File: config.mk
export PLATFORM = sky130hd
export DESIGN_NAME = encoder_pri_rr
export DESIGN_NICKNAME = d
export VERILOG_FILES = /design/src/rtl/encoder_pri_rr.sv
export SDC_FILE = /design/constraint.sdc
export NUM_CORES = 1
export LEC_CHECK = 0
export CAP_MARGIN = 20
export CORE_MARGIN = 1.5
export CORE_UTILIZATION = 40
export CTS_CLUSTER_DIAMETER = 60
export DETAILED_ROUTE_END_ITERATION = 6
export PLACE_DENSITY = 0.84
export SYNTH_ARGS = -nofsm -noshare
export SYNTH_HDL_FRONTEND = slang
export SYNTH_SLANG_ARGS = --single-unit
File: constraint.sdc
create_clock -name clk -period 1.4 [get_ports clk]
set_input_delay 0.21 -clock clk [delete_from_list [all_inputs] [get_ports clk]]
set_output_delay 0.21 -clock clk [all_outputs]
set_load 0.01 [all_outputs]
File: src/rtl/encoder_pri_rr.sv
// Registered N-input request encoder with a valid/ready output.
// Pending requests are presented one at a time, either highest-index first or round-robin.
module encoder_pri_rr #(
  parameter  int N    = 8,
  parameter  int MODE = 0,
  localparam int W    = $clog2(N)
) (
  input  logic         clk,
  input  logic         rst_n,
  input  logic [N-1:0] d,
  output logic [W-1:0] a,
  output logic         vld,
  input  logic         rdy,
  output logic [N-1:0] pend,
  output logic         ovr
);

  logic [N-1:0] pend_q, pend_d;
  logic [W-1:0] a_q, a_d;
  logic         vld_q, vld_d;
  logic         ovr_q, ovr_d;
  logic [W-1:0] ptr_q, ptr_d;

  logic         acc;
  logic [N-1:0] clr;
  logic [N-1:0] cand;
  logic [W-1:0] ptr_sel;
  logic [W-1:0] base;
  logic [W-1:0] rr_idx;
  logic [W-1:0] sel_idx;
  logic         sel_hit;

  assign acc  = vld_q & rdy;
  assign clr  = acc ? (N'(1) << a_q) : '0;
  assign cand = (pend_q & ~clr) | d;

  // An accept this cycle already demotes the accepted index for the same-edge reload.
  always_comb begin
    ptr_sel = ptr_q;
    if (acc) begin
      ptr_sel = (a_q == '0) ? W'(N - 1) : a_q - W'(1);
    end
  end

  // Fixed priority is the round-robin search with the start point pinned at N-1.
  assign base = (MODE == 0) ? W'(N - 1) : ptr_sel;

  always_comb begin
    sel_idx = '0;
    sel_hit = 1'b0;
    rr_idx  = '0;
    for (int k = N - 1; k >= 0; k--) begin
      if (k <= int'(base)) begin
        rr_idx = base - W'(k);
      end else begin
        rr_idx = W'(N + int'(base) - k);
      end
      if (cand[rr_idx]) begin
        sel_idx = rr_idx;
        sel_hit = 1'b1;
      end
    end
  end

  always_comb begin
    pend_d = cand;
    ovr_d  = |(pend_q & ~clr & d);
    ptr_d  = ptr_sel;
    a_d    = a_q;
    vld_d  = vld_q;
    if (!vld_q || acc) begin
      if (sel_hit) begin
        a_d   = sel_idx;
        vld_d = 1'b1;
      end else begin
        vld_d = 1'b0;
      end
    end
  end

  always_ff @(posedge clk) begin
    if (!rst_n) begin
      pend_q <= '0;
      a_q    <= '0;
      vld_q  <= 1'b0;
      ovr_q  <= 1'b0;
      ptr_q  <= W'(N - 1);
    end else begin
      pend_q <= pend_d;
      a_q    <= a_d;
      vld_q  <= vld_d;
      ovr_q  <= ovr_d;
      ptr_q  <= ptr_d;
    end
  end

  assign a    = a_q;
  assign vld  = vld_q;
  assign pend = pend_q;
  assign ovr  = ovr_q;

endmodule

==> flow_summary.toml, run 1 <==
[run_status]
status = "complete, but fails checks"
failed_checks = "setup timing"

[timing]
layout_setup_ws_ps = -228.6
setup_viol = 5
max_clock_freq_mhz = 614.0
finalClockSkew_ps = 1.086
period_share = 1.163
hold_viol = 0
period_minus_slack_ps = 1629
grt_setup_unrepaired = "true"
tightest_slew_ps = 361.1
drv_slew = 0
slew_headroom = 0.7575

[power_and_ir_drop]
ir_drop_mv = 0.6153
p_leak_nw = 0.6160
combPwrFrac = 0.386
seq_power_share = 0.397
power_switching_share = 0.3179
p_sw_uw = 346.2
powerDensity_nw_per_um2 = 778.0
p_total_mw = 1.089
p_int_uw = 743.0
pwr-share-clk = 0.217

[die]
dieHeight_um = 46.54
fp.dieArea_um2 = 2166
core_um2 = 1745
initial_core_util = 0.4344
design.portCount = 24
fp-row-count = 15
fp.dieW_um = 46.54

[drt]
drtIter0Drc = 49
postRouteAntennaNets = 0
vias = 914
met2_length_um = 1337
wl_per_cell_um = 16.57
dr.pass1.iters = 4
via_per_inst = 5.642
drc = 0
wl_met1_um = 1087
dr_wl_met3_um = 215
routed_wl_um = 2684
top_layer_used = "met4"

[worst_setup_path]
crit_required_ps = 1570
start_kind = "flop"
cp_max_fo = 5
worstPathCellList = "buf_6 -> or3_4 -> o22ai_4 -> and4_4 -> a21oi_2 -> mux2i_1"
critPathKind = "flop to flop"
path_delay_family = "simple AND/OR/NAND/NOR gates"
arrival_ps = 1790
cp_num_buf_inv = 1
critPathMaxStageDelay_ps = 390
cp_slowest_cell = "or3_4"
worst_setup_path_end_kind = "flop"

[synth]
async_flop_share = 0
syn-num-nets = 93
yosys.area.top_type = "dfxtp_1"
yosysWarnings = 0
netlist_top_cells_area = "dfxtp_1 (34%), nor2_1 (4.5%), o211ai_1 (4.0%)"
yosys.area.top_type_share = 0.3432
synth_cells = 82
syn_avg_cell_area_um2 = 9.247
synth_edf_count = 0
synthesis.area_um2 = 758.2
yosysSeqAreaShare = 0.3432
ys.flop_type = "dfxtp_1"
yosys_register_bits = 13
synth_cell_types = 41

[cts]
cts-root-buf = "clkbuf_4"
htree_levels = 1
holdBufCountCts = 0
clk_latency_ps = 280
tritoncts = "built"
cts_num_sinks = 13
numCtsBuffers = 3
clockBufferDepth = 2
cts.reportedPaths.clkPinSlew_ps = 70

[placed_design]
dp_cells = 149
globalplace.congestion = 0.8405
hpwl_um = 1639
place_worst_setup_slack_ps = -939.8
portBuffers = 23

[layout]
post-route-util = 0.8022
fillers = 110
finalNetCount = 149
drive_above_1_share = 0.5036
diodes = 0
area_growth_pct = 84.65
finalNonFillerCells = 162

[global_route]
antenna_found_initial = 0
grt_max_degree = 12
grt_pass1_vias = 805
overflow = 0
grt_use_total = 0.2506
grt_pass1_wl_um = 3739

[worst_hold_path]
hold_class = "flop to flop"

[run]
cap_violations = 0
[stage by stage]
step | TNS (ps) | instance area, µm² | hold slack [ps]
3_3_place_gp | -4227 | 1172 | 500.1
4_1_cts | -694.8 | 1291 | 510.1
2_1_floorplan | -640.7 | 775.7 | 371.3
5_1_grt | -1296 | 1400 | 528.8
3_5_place_dp | -5240 | 1172 | 504.2
6_report | -982.6 | 1400 | 516.9
[synth_stat cells, types with 2 or more instances]
cell type and instances:
a21oi_1 2, and2_1 2, buf_6 2, dfxtp_1 13, nand2_1 5, nand2b_4 2
nand3b_1 2, nor2_1 9, o211ai_1 4, o22ai_1 3, o311ai_0 2, o31ai_1 4
or2_2 4
[cell type report]
class | instances | area [µm²] | area share
Timing Repair Buffer | 54 | 473.0 | 0.3378
Multi-Input combinational cell | 65 | 595.6 | 0.4254
Tap cell | 25 | 31.28 | 0.02234
Inverter | 1 | 3.754 | 0.002681
Clock buffer | 4 | 26.28 | 0.01877
Sequential cell | 13 | 270.3 | 0.1930
[tightest hold or removal path, delay by kind of cell, from the launching register on]
kind	cells	cell delay, ps
compound gates	1	70
simple gates	1	60
flops	1	350
[logic make-up after synthesis]
logic type,synth area share
simple gates,0.3185
compound gates,0.2806
mux,0.01320
buf+inv,0.04455
flops,0.3432
[metal layers]
layer | global-route usage | vias to the layer above
li1 | - | 430
met1 | 0.3042 | 420
met2 | 0.4306 | 54
met3 | 0.06275 | 10
met4 | 0.07429 | 0
met5 | 0 | -
[repair_timing]
| action | CTS | global route |
|---|---|---|
| gates cloned | 0 | 0 |
| setup endpoints to repair | 16 | 6 |
| setup buffers | 4 | 6 |
| gates resized for setup | 31 | 14 |
| pin swaps | 9 | 8 |
[worst paths after layout]
kind              startpoint  endpoint  slack [ps]  cells past startpoint
hold reg to reg         a[2]      a[2]         520                      2
setup / recovery        a[0]      a[1]        -230                      6
hold / removal          a[2]      a[2]         520                      2
setup reg to reg        a[0]      a[1]        -230                      6
[cells in the final DEF (no fill, tap or decap), types with 2 or more instances in the layout]
master,instances
or2_2,4
dfxtp_1,9
dlygate4sd2_1,11
nand2b_4,2
dfxtp_2,2
and2_1,2
clkdlybuf4s50_1,10
buf_4,28
dfxtp_4,2
o31ai_4,2
a21oi_2,2
nand3b_1,2
o211ai_1,4
clkbuf_4,3
nand2_1,4
nor2_1,9
buf_6,3
[power groups by stage]
stage,Combinational (mW),Clock (mW),Sequential [mW]
global placement,0.305,0,0.448
CTS,0.341,0.237,0.439
finish,0.420,0.237,0.432
global route,0.443,0.260,0.436
floorplan,0.140,0,0.447
detailed placement,0.312,0,0.448
[sequential cells by signal (all words and copies together), names as in the netlist]
name  cells
pend      8
ovr       1
a         3
vld       1
Note: power is estimated with default switching activity, not from simulation.
==> run 2: changes to the inputs <==
--- a/config.mk
+++ b/config.mk
@@ -5,6 +5,7 @@
 export SDC_FILE = /design/constraint.sdc
 export NUM_CORES = 1
 export LEC_CHECK = 0
+export ABC_CLOCK_PERIOD_IN_PS = 1400
 export CAP_MARGIN = 20
 export CORE_MARGIN = 1.5
 export CORE_UTILIZATION = 40
==> results of run 2 <==
Final layout, timing and power as in run 1 (identical DEF).
